$ cat config.mk
export PLATFORM = sky130hd
export DESIGN_NAME = spi_word_serializer
export DESIGN_NICKNAME = d
export VERILOG_FILES = /design/src/rtl/spi_word_serializer.sv
export SDC_FILE = /design/constraint.sdc
export NUM_CORES = 1
export LEC_CHECK = 0
export CORE_AREA = 2 2 68 119
export DETAILED_ROUTE_END_ITERATION = 8
export DIE_AREA = 0 0 70 121
export GPL_ROUTABILITY_DRIVEN = 0
export SLEW_MARGIN = 20
export SYNTH_ARGS = -nofsm -noshare
export SYNTH_HDL_FRONTEND = slang
export SYNTH_SLANG_ARGS = --single-unit
export TNS_END_PERCENT = 50
$ cat constraint.sdc
create_clock -name clk -period 3.5 [get_ports clk]
set_clock_uncertainty 0.05 [all_clocks]
set_input_delay 1.05 -clock clk [delete_from_list [all_inputs] [get_ports clk]]
set_output_delay 1.05 -clock clk [all_outputs]
set_load 0.005 [all_outputs]
$ cat src/rtl/spi_word_serializer.sv
// spi_word_serializer: pulls words from the tx buffer and streams them MSB byte first to the SPI byte driver
module spi_word_serializer #(
    parameter int         DATA_WIDTH = 32,
    parameter int         ATTR_WIDTH = 4,
    parameter int         INVALID    = 0,
    parameter logic [7:0] FILL_BYTE  = 8'h00,
    parameter int         CNT_WIDTH  = 16
) (
    input  logic                  clk,
    input  logic                  rst,
    output logic                  buf_oe,
    input  logic [DATA_WIDTH-1:0] buf_data,
    input  logic [ATTR_WIDTH-1:0] buf_attr,
    input  logic                  frame_active,
    output logic [7:0]            byte_out,
    output logic                  byte_valid,
    input  logic                  byte_ready,
    output logic                  underrun,
    output logic [CNT_WIDTH-1:0]  words_sent
);
    localparam int BYTES = DATA_WIDTH / 8;
    localparam int BW = BYTES > 1 ? $clog2(BYTES) : 1;

    typedef enum logic [1:0] {IDLE, FETCH, SEND, FILL} state_t;

    state_t                state, state_nx;
    logic [DATA_WIDTH-1:0] shreg;
    logic [BW-1:0]         cnt;
    logic                  hs;
    logic                  empty;
    logic                  last;
    logic                  unused_attr;

    assign empty       = buf_attr[INVALID];
    assign last        = cnt == BW'(BYTES - 1);
    assign unused_attr = ^buf_attr;

    // state register
    always_ff @(posedge clk)
        state <= rst ? IDLE : state_nx;

    // next state and Moore outputs; a dropped frame wins over any handshake in the same cycle
    always_comb begin
        state_nx   = state;
        buf_oe     = 1'b0;
        byte_valid = 1'b0;
        byte_out   = '0;
        hs         = 1'b0;
        case (state)
            IDLE: state_nx = !frame_active ? IDLE : empty ? FILL : FETCH;
            FETCH: begin
                buf_oe   = 1'b1;
                state_nx = !frame_active ? IDLE : empty ? FILL : SEND;
            end
            SEND: begin
                byte_valid = 1'b1;
                byte_out   = shreg[DATA_WIDTH-1 -: 8];
                hs         = byte_ready & frame_active;
                state_nx   = !frame_active ? IDLE : (hs && last) ? (empty ? FILL : FETCH) : SEND;
            end
            FILL: begin
                byte_valid = 1'b1;
                byte_out   = FILL_BYTE;
                hs         = byte_ready & frame_active;
                state_nx   = !frame_active ? IDLE : hs ? (empty ? FILL : FETCH) : FILL;
            end
            default: state_nx = IDLE;
        endcase
    end

    // word capture, byte shifting, word counting and underrun pulse
    always_ff @(posedge clk) begin
        if (rst) begin
            shreg      <= '0;
            cnt        <= '0;
            words_sent <= '0;
            underrun   <= 1'b0;
        end else begin
            underrun <= state == FILL && hs;
            if (state == FETCH && !empty) begin
                shreg <= buf_data;
                cnt   <= '0;
            end else if (state == SEND && hs) begin
                shreg <= shreg << 8;
                cnt   <= cnt + 1'b1;
                if (last)
                    words_sent <= words_sent + 1'b1;
            end
        end
    end
endmodule

==> key figures, run 1 <==
Outcome
  – Status: complete, no violations

GRT
  – Vias in the first global route: a little under 2,000
  – GR Overflow Total: 0
  – Initial antenna violation count: 0
  – First-pass GRT wire length: 9218 um
  – GRT Total Usage: a little over an eighth
  – Largest net degree at the start of global routing: 29

Worst setup path
  – Worst R2R Start: cnt[0]
  – Startpoint Class: flip-flop
  – R2R Setup Slk: 1350 ps
  – CP Cell Sequence: nor2b_1 > buf_4 > and2_1 > clkdlybuf4s50_1
  – WP data required: 2400 ps
  – CP Max Fanout: 10
  – Max stage delay on crit path: 510 ps
  – Reg-to-reg endpoint: words_sent[15]
  – Crit path DAT: 1820 ps
  – Crit path capture type: primary output
  – Worst path slowest cell: dfxtp_1
  – CP Class: reg2out
  – R2r worst-path depth: 5

Routing
  – Avg Vias per Cell: 4.959
  – Routed vias: 2,048
  – Starting DRC count in detailed routing: 63
  – Remaining DRCs: 0
  – Final ANT Viol Nets: 0
  – Routed wire per std cell: approximately 13 um
  – Routed WL: between 5000 and 6000 um
  – Number of detailed-route iterations in the first pass: 4

Clock tree
  – Post-CTS setup buffers: 0
  – CTS Hold Bufs: 0
  – CTS Buf Count: 5
  – CTS tree: done
  – H-tree Lvls: 2
  – Root Driver: clkbuf_16
  – CTS sink count: 53
  – Longest Clk Path Bufs: 2
  – Post_cts resized: 0
  – Worst-Skew Late Latency: 290 ps
  – Clock transition at path regs: 70 ps

Floorplan
  – Die Span Y: 121 um
  – Die Wd: 70 um
  – Core area: 7462 sq um
  – Initial Util: 29.63%
  – # rows: 42
  – Io pins: 67
  – Die footprint: 8470 sq um

Worst hold path
  – Worst Hold Depth: 2
  – WHS Endpoint: shreg[29]
  – Hold Path Origin: shreg[29]
  – Hold crit path type: reg2reg

Finish
  – Diodes inserted: 0
  – # nets final: 366
  – Share of cells above drive strength 1: 5.231%
  – Layout area overhead: 39.50%

Synthesis
  – Flops & latches, synth: 53
  – YS warnings: 0
  – Register area share after synthesis: approximately 48%
  – Post-Synthesis Cell Area: ~2200 sq um
  – Synth unique cells: 30
  – Synth Net Count: just over 300
  – Mapped Cells: 266
  – Mean area per synthesized cell: 8.312 sq um

Pwr
  – Sw Ratio: 22.83%
  – Max IR drop VDD: 289.5 uV
  – Final Power: around 1.2 mW
  – Power share of the combinational group: 8.4%
  – Clock power frac: 40.3%
  – LEAKAGE: 1.019 nW
  – P_sw: 0.2775 mW
  – Sequential Power Share: 51.3%
  – Cell internal pwr: 0.9383 mW
  – Pwr per Cell Area: 394.2 nW/um^2

STA
  – Peak Freq: between 300 and 400 MHz
  – Slew margin rel.: 77.44%
  – Measured slew at the worst slew-check pin: 338.5 ps
  – Final period util: around 83%
  – Final Max Slew Viols: 0
  – RSZ-0062 raised after global routing: no
  – Setup TNS: 0 ps
  – Final setup violation count: 0
  – Hold Fails Final Rpt: 0
  – Tmin final: 2922 ps

Run
  – Max_cap viols: 0

Place
  – Detailed Place HPWL: 3968 um
  – # port buffers: 63
-- registers in the layout, indices dropped and copies added, names as in the netlist --
register / count
cnt: 2
shreg: 32
state: 2
underrun: 1
words_sent: 16
-- worst max-delay path by stage --
stage,from,endpoint,cells after the start
4_1_cts,state[1],byte_out[2],4
3_5_place_dp,frame_active,words_sent[15],5
5_1_grt,state[1],byte_out[2],4
3_3_place_gp,byte_ready,words_sent[15],5
6_report,state[1],byte_out[2],4
2_1_floorplan,byte_ready,words_sent[15],5
-- logic make-up (layout without fill, tap and decap cells) --
family,Yosys count,count (layout),synth area share [%]
flops,53,53,47.99
fa+ha+maj,2,2,1.132
mux,1,1,0.4528
buf+inv,24,83,4.131
xor+xnor,8,8,3.169
compound gates,77,77,20.32
simple gates,101,101,22.81
-- cell usage in the layout (no fill, tap or decap), types with 2 or more instances in the layout --
cell             Yosys  routed
nor2_1              13      13
nand2b_1             3       3
nand3_1              5       5
nor3_1               4       4
xnor2_1              5       5
and2_1               8       8
a21oi_1             43      43
ha_1                 2       2
clkdlybuf4s50_1      0      63
dfxtp_1             53      53
clkinvlp_4           0       2
nand2_1             46      46
o21ai_0              8       8
nand4_1              4       4
clkbuf_16            0       5
xor2_1               3       3
inv_1                4       4
buf_4                0       8
nor2b_1              2       2
or4_1                2       2
a22oi_1             24      24
or3_1                7       7
and3_1               2       2
-- layout make-up --
class | instances | area [sq um]
Clock buffer | 6 | 128.9
Clock inverter | 2 | 15.01
Fill cell | 788 | 4378
Inverter | 4 | 15.01
Multi-Input combinational cell | 189 | 1064
Sequential cell | 53 | 1061
Tap cell | 88 | 110.1
Timing Repair Buffer | 71 | 690.7
-- per-stage QoR --
stage	cells	area, sq um	utilization [%]	hold slack [ps]	setup slack, ps
floorplan	266	2211	-	381.7	1045
global placement	405	2940	39.40	387.8	304.5
detailed placement	405	2940	39.40	394.4	295.2
CTS	413	3084	41.33	404.5	549.8
global route	413	3084	41.33	420.0	476.0
finish	413	3084	41.33	400.1	577.7
-- worst max-delay path: cells and delay by family, from the launching register on --
| family | cells | cell delay [ps] |
|---|---|---|
| simple gates | 2 | 330 |
| flops | 1 | 510 |
| buf+inv | 2 | 670 |
-- synth_stat cells, drive strengths merged --
master / number / area (sq um)
dfxtp: 53 / 1061
nor3: 4 / 20.02
and4b: 1 / 10.01
clkbuf: 16 / 60.06
a31oi: 1 / 6.260
a21oi: 43 / 215.2
and4: 1 / 8.760
nor3b: 1 / 7.510
nor2b: 2 / 12.51
buf: 4 / 16.26
nand4b: 1 / 23.77
or4: 2 / 15.01
and3: 2 / 12.51
ha: 2 / 25.02
o21ai: 8 / 40.04
nor2: 13 / 48.80
nand2b: 3 / 18.77
inv: 4 / 15.01
or3: 7 / 43.79
nand4: 4 / 25.02
nand2: 46 / 172.7
or4b: 1 / 10.01
nand3: 5 / 25.02
mux2i: 1 / 10.01
a22oi: 24 / 180.2
xor2: 3 / 26.28
xnor2: 5 / 43.79
o31ai: 1 / 7.510
and2: 8 / 50.05
-- power groups by stage --
stage / Combinational [mW] / Clock, mW / Sequential [mW]
6_report: 0.102 / 0.490 / 0.624
5_1_grt: 0.112 / 0.534 / 0.626
4_1_cts: 0.103 / 0.507 / 0.624
3_5_place_dp: 0.103 / 0 / 0.638
3_3_place_gp: 0.103 / 0 / 0.637
2_1_floorplan: 0.0419 / 0 / 0.636
-- per-layer routing --
| metal | share of wire (%) | vias to the layer above | global-route usage [%] | routed length (um) |
|---|---|---|---|---|
| met5 | 0 | - | 0 | 0 |
| met4 | 2.1 | 0 | 6.490 | 116 |
| met3 | 4.4 | 7 | 2.824 | 242 |
| met2 | 54 | 54 | 24.52 | 2958 |
| met1 | 40 | 944 | 14.92 | 2168 |
| li1 | - | 1043 | - | - |
(Power assumes the default switching activity.)
==> run 2: changes to the inputs <==
- clock period: 3.5 -> 3 ns (I/O delays scaled with it)
==> run 2 against run 1 <==
Critical path depth stayed put; via count hardly changed; count of clock-buffer cells in the layout stayed put; worst setup slack worse by 320 ps; worst hold slack better by 0.70 ps; global-route usage is 0.063 points lower; largest cell class unchanged; highest routed layer unchanged.
==> key figures, run 2 (synthesized netlist as in run 1, its figures left out) <==
Outcome
  – Status: complete, no violations

STA
  – Measured slew at the worst slew-check pin: 370.4 ps (+31.92 ps)
  – Final period util: 91.34%
  – Final setup violation count: 0 (unchanged)
  – Peak Freq: 364.9 MHz
  – Slew margin rel.: 75.31% (-2.1 points)
  – RSZ-0062 raised after global routing: no
  – Worst hold margin: 400.8 ps (+0.7000 ps)
  – Final setup margin: 259.8 ps (-317.9 ps)
  – Setup TNS: 0 ps (unchanged)
  – Final Max Slew Viols: 0 (unchanged)
  – Hold Fails Final Rpt: 0 (unchanged)
  – Tmin final: 2740 ps

GRT
  – Initial antenna violation count: 0 (unchanged)
  – GRT Total Usage: 13.52% (-0.063 points)
  – GR Overflow Total: 0 (unchanged)
  – Largest net degree at the start of global routing: 29 (unchanged)
  – First-pass GRT wire length: 9218 um (unchanged)
  – Vias in the first global route: 1,981 (+2.5%)

Place
  – Detailed Place HPWL: 4030 um (+1.5%)
  – # port buffers: 63 (unchanged)
  – Placed insts: 409 (+0.99%)
  – Placed Area: 2970 sq um (+1.0%)
  – Place WS: 80.64 ps (-214.6 ps)

Worst setup path
  – Reg-to-reg endpoint: words_sent[15]
  – CP Class: reg2out
  – Worst setup path startpoint: state[1]
  – Max stage delay on crit path: 510 ps (about the same)
  – Crit path DAT: 1790 ps (-30 ps)
  – CP bufs+invs: 2 (unchanged)
  – CP Cell Sequence: nor2b_1 > buf_4 > and2_1 > clkdlybuf4s50_1
  – CP Capture Point: byte_out[0]
  – Worst path slowest cell: clkdlybuf4s50_1
  – R2r worst-path depth: 5 (unchanged)
  – WP data required: 2050 ps (-350 ps)
  – Cell depth of the worst setup path: 4 (unchanged)
  – CP Max Fanout: 10 (unchanged)
  – Startpoint Class: flip-flop
  – CP delay by family, top: buffers and inverters
  – R2R Setup Slk: 860 ps (-490 ps)
  – Crit path capture type: primary output
  – Worst R2R Start: cnt[0]

Finish
  – Share of cells above drive strength 1: 6.687% (+1.5 points)
  – Biggest register: shreg
  – Fillers: 768 (-2.5%)
  – Layout area overhead: 42.33%
  – Most frequent cells in the layout: clkdlybuf4s50_1, dfxtp_1, nand2_1
  – Max reg flops: 32 (unchanged)
  – Register Area: 1061 sq um (unchanged)
  – # nets final: 370 (+1.1%)
  – Design Area, Final: 3147 sq um (+2.0%)
  – Diodes inserted: 0 (unchanged)
  – Area of the multi-input gates: 1064 sq um (unchanged)
  – Fin cells: 417 (+0.97%)
  – Largest registers: shreg: 32 flops, words_sent: 16 flops
  – Fin util: 42.17% (+0.84 points)
  – Most common cell after layout, fill and taps aside: clkdlybuf4s50_1

Clock tree
  – Clock transition at path regs: 70 ps (about the same)
  – CTS Hold Bufs: 0 (unchanged)
  – H-tree Lvls: 2 (unchanged)
  – Longest Clk Path Bufs: 2 (unchanged)
  – Post-CTS setup buffers: 0 (unchanged)
  – CTS Buf Count: 5 (unchanged)
  – Worst-Skew Late Latency: 290 ps (about the same)
  – CTS tree: done
  – Root Driver: clkbuf_16
  – Post_cts resized: 0 (unchanged)
  – CTS sink count: 53 (unchanged)

Routing
  – Routed wire per std cell: 13.10 um (-1.4%)
  – Starting DRC count in detailed routing: 48 (-24%)
  – Number of detailed-route iterations in the first pass: 4 (unchanged)
  – Routed WL: 5463 um (-0.42%)
  – Avg Vias per Cell: 4.909 (-1.0%)
  – Remaining DRCs: 0 (unchanged)
  – Routed vias: 2,047 (-0.049%)
  – Final ANT Viol Nets: 0 (unchanged)

Pwr
  – Max IR drop VDD: 311.9 uV (+7.7%)
  – Final Power: 1.524 mW (+25%)
  – Pwr per Cell Area: 484.5 nW/um^2 (+23%)
  – Sw Ratio: 21.07% (-1.8 points)
  – Cell internal pwr: 1.203 mW (+28%)
  – Sequential Power Share: 47.7% (-3.6 points)
  – P_sw: 0.3212 mW (+16%)
  – Power share of the combinational group: 8.0% (-0.4 points)
  – Clock power frac: 44.3% (+4.0 points)
  – LEAKAGE: 1.057 nW (+3.7%)

Floorplan
  – # rows: 42 (unchanged)
  – Die footprint: 8470 sq um (unchanged)
  – Initial Util: 29.63% (unchanged)
  – Core area: 7462 sq um (unchanged)
  – Die Wd: 70 um (unchanged)
  – Die Span Y: 121 um (unchanged)
  – Io pins: 67 (unchanged)

Run
  – Max_cap viols: 0 (unchanged)

Worst hold path
  – Hold crit path type: reg2reg
==> run 2: cell types whose count changed in the layout (fill, tap and decap cells not counted) <==
cell,change
buf_4,+4
bufinv_16,+1
clkbuf_1,-1
clkbuf_8,+1
clkinvlp_4,-1
==> run 2: power groups by stage <==
stage                     registers [mW]  logic [mW]  clock network [mW]
after global routing               0.730       0.133               0.720
after floorplan                    0.741      0.0489                   0
after detailed placement           0.744       0.123                   0
final                              0.728       0.122               0.675
after CTS                          0.728       0.124               0.692
after global placement             0.743       0.122                   0
==> run 2: routing by layer <==
metal,vias up,global-route usage [%],routed length (um)
met4,0,6.130,114
met3,9,2.326,177
li1,1051,-,-
met1,943,14.68,2184
met5,-,0,0
met2,44,25.12,2987
==> run 2: final cells by class <==
| cell class | instances | area share (%) |
|---|---|---|
| Multi-Input combinational cell | 189 | 33.80 |
| Sequential cell | 53 | 33.72 |
| Timing Repair Buffer | 75 | 22.90 |
| Clock buffer | 6 | 4.414 |
| Tap cell | 88 | 3.499 |
| Clock inverter | 2 | 1.193 |
| Inverter | 4 | 0.4771 |
==> run 2: worst min path at each step <==
stage | cells past startpoint | to | slack (ps) | from
final | 2 | shreg[29] | 400 | shreg[29]
after global routing | 2 | shreg[26] | 420 | shreg[26]
after CTS | 2 | shreg[25] | 400 | shreg[25]
after detailed placement | 2 | shreg[25] | 390 | shreg[25]
after global placement | 2 | shreg[27] | 390 | shreg[27]
after floorplan | 2 | shreg[24] | 380 | shreg[24]
==> run 2: worst min-delay path: cells and delay by family (launching register included) <==
kind	cells	cell delay (ps)
simple gates	1	50
flops	1	310
compound gates	1	50
==> run 3: changes to the inputs <==
- CAP_MARGIN: default -> 20
- GPL_TIMING_DRIVEN: default -> 0
- SLEW_MARGIN: 20 -> 0
==> run 3 against run 2 <==
Sequential power about the same; combinational power about the same; global-route usage rose by 0.75 points; count of clock-buffer cells in the layout is 1 lower; worst hold slack gained 2.4 ps; first-iteration DRC count increased by 60%; utilization shrank 0.52 points; sequential cell count is the same; worst setup slack worse by 41 ps; via count rose by 0.59%; non-clock buffer count rose by 8.
==> key figures, run 3 (synthesized netlist as in run 1, its figures left out) <==
Worst setup path
  – Startpoint Class: flip-flop
  – Crit path capture type: primary output
  – Max stage delay on crit path: 500 ps (about the same)
  – Worst R2R Start: cnt[0]
  – Crit path DAT: 1830 ps (+40 ps)
  – WP data required: 2050 ps (about the same)
  – CP Cell Sequence: nor2b_1 > clkbuf_2 > and2_1 > clkdlybuf4s50_1
  – R2r worst-path depth: 6 (+1)
  – Reg-to-reg endpoint: words_sent[15]
  – Worst path slowest cell: clkdlybuf4s50_1
  – CP Class: reg2out
  – CP Max Fanout: 10 (unchanged)
  – R2R Setup Slk: 860 ps (about the same)

STA
  – Slew margin rel.: 66.69% (-8.6 points)
  – RSZ-0062 raised after global routing: no
  – Final setup violation count: 0 (unchanged)
  – Peak Freq: 359.5 MHz (-1.5%)
  – Hold Fails Final Rpt: 0 (unchanged)
  – Tmin final: 2781 ps (+41.24 ps)
  – Setup TNS: 0 ps (unchanged)
  – Final Max Slew Viols: 0 (unchanged)
  – Measured slew at the worst slew-check pin: 499.7 ps (+129.3 ps)
  – Final period util: 92.71% (+1.4 points)

Floorplan
  – Die footprint: 8470 sq um (unchanged)
  – # rows: 42 (unchanged)
  – Core area: 7462 sq um (unchanged)
  – Die Wd: 70 um (unchanged)
  – Die Span Y: 121 um (unchanged)
  – Initial Util: 29.63% (unchanged)
  – Io pins: 67 (unchanged)

Pwr
  – LEAKAGE: 1.022 nW (-3.3%)
  – Clock power frac: 42.9% (-1.4 points)
  – Sequential Power Share: 49.1% (+1.4 points)
  – Sw Ratio: 21.04% (-0.033 points)
  – Cell internal pwr: 1.170 mW (-2.8%)
  – Power share of the combinational group: 8.0% (about the same)
  – P_sw: 0.3117 mW (-2.9%)
  – Pwr per Cell Area: 476.8 nW/um^2 (-1.6%)
  – Max IR drop VDD: 298.6 uV (-4.3%)

Clock tree
  – Clock transition at path regs: 70 ps (about the same)
  – CTS Hold Bufs: 0 (unchanged)
  – CTS sink count: 53 (unchanged)
  – H-tree Lvls: 2 (unchanged)
  – CTS tree: done
  – Longest Clk Path Bufs: 2 (unchanged)
  – Worst-Skew Late Latency: 290 ps (about the same)
  – CTS Buf Count: 5 (unchanged)
  – Root Driver: clkbuf_16

Routing
  – Routed vias: 2,059 (+0.59%)
  – Starting DRC count in detailed routing: 77 (+60%)
  – Avg Vias per Cell: 4.856 (-1.1%)
  – Remaining DRCs: 0 (unchanged)
  – Routed WL: 5596 um (+2.4%)
  – Routed wire per std cell: 13.20 um (+0.74%)
  – Number of detailed-route iterations in the first pass: 4 (unchanged)
  – Final ANT Viol Nets: 0 (unchanged)

Finish
  – # nets final: 378 (+2.2%)
  – Most common cell after layout, fill and taps aside: clkdlybuf4s50_1
  – Max reg flops: 32 (unchanged)
  – Diodes inserted: 0 (unchanged)
  – Design Area, Final: 3108 sq um (-1.2%)
  – Biggest register: shreg
  – Fillers: 786 (+2.3%)
  – Largest registers: shreg: 32 flops, words_sent: 16 flops
  – Layout area overhead: 40.58%
  – Most frequent cells in the layout: clkdlybuf4s50_1, dfxtp_1, nand2_1
  – Share of cells above drive strength 1: 3.274% (-3.4 points)

Outcome
  – Status: complete, no violations

Worst hold path
  – Hold crit path type: reg2reg
  – Hold Path Origin: shreg[29]
  – Worst Hold Depth: 2 (unchanged)
  – WHS Endpoint: shreg[29]

Run
  – Max_cap viols: 0 (unchanged)

GRT
  – GRT Total Usage: 14.28% (+0.75 points)
  – Vias in the first global route: 2,108 (+6.4%)
  – Initial antenna violation count: 0 (unchanged)
  – GR Overflow Total: 0 (unchanged)
  – First-pass GRT wire length: 9701 um (+5.2%)
  – Largest net degree at the start of global routing: 16 (-45%)

Place
  – Detailed Place HPWL: 4347 um (+7.9%)
  – # port buffers: 62 (-1.6%)
  – Placed Area: 2942 sq um (-0.97%)
run 3: cell count changes in the layout (fill, tap and decap cells not counted), sizes merged:
cell,before,now
clkbuf,6,21
clkinvlp,1,0
buf,12,5
clkinv,0,1
clkdlybuf4s50,63,62
run 3: worst max path at each step:
stage	start	endpoint	slack (ps)
floorplan	byte_ready	words_sent[15]	690
global placement	buf_attr[0]	shreg[30]	-210
detailed placement	buf_attr[0]	shreg[24]	-240
CTS	state[1]	byte_out[6]	10
global route	state[1]	byte_out[5]	90
finish	state[1]	byte_out[6]	220
run 3: timing repair:
item / CTS / global route
endpoints found under the hold margin: 0 / 0
buffers inserted: 0 / 0
setup endpoints to repair: 0 / 8
gates resized for setup: 0 / 2
run 3: worst max-delay path, delay by kind of cell (launching register included):
kind / cells / cell delay, ps
buf+inv: 2 / 720
simple gates: 2 / 350
flops: 1 / 480
run 3: stage by stage:
| step | utilization, % | power (mW) | setup WS [ps] | hold slack [ps] | std cells |
|---|---|---|---|---|---|
| floorplan | - | 0.7904 | 694.8 | 381.7 | 266 |
| global placement | 39.42 | 0.8627 | -208.1 | 388.8 | 416 |
| detailed placement | 39.42 | 0.8640 | -239.9 | 393.7 | 416 |
| CTS | 41.57 | 1.501 | 13.61 | 403.1 | 423 |
| global route | 41.65 | 1.550 | 90.81 | 428.0 | 424 |
| finish | 41.65 | 1.482 | 218.6 | 403.2 | 424 |
run 3: metal layers:
layer / GRT usage (%) / routed length [um]
met1: 15.23 / 2169
met2: 26.43 / 3087
met3: 3.156 / 217
met4: 6.250 / 122
met5: 0 / 0
run 3: power by group through the flow:
stage                     clock (mW)  sequential [mW]  combinational, mW
after floorplan                    0            0.741             0.0489
after CTS                      0.653            0.728              0.120
after global routing           0.688            0.730              0.133
after detailed placement           0            0.744              0.120
after global placement             0            0.743              0.119
final                          0.635            0.728              0.119
run 3: area by class of cell:
class | count | area [sq um] | share of cell area (%)
buffer | 20 | 77.57 | 2.496
clock buffer | 5 | 125.1 | 4.026
clock inverter | 2 | 35.03 | 1.127
inverter | 4 | 15.01 | 0.4831
multi-input combinational | 189 | 1059 | 34.06
sequential | 53 | 1061 | 34.14
tap | 88 | 110.1 | 3.543
timing repair buffer | 63 | 625.6 | 20.13
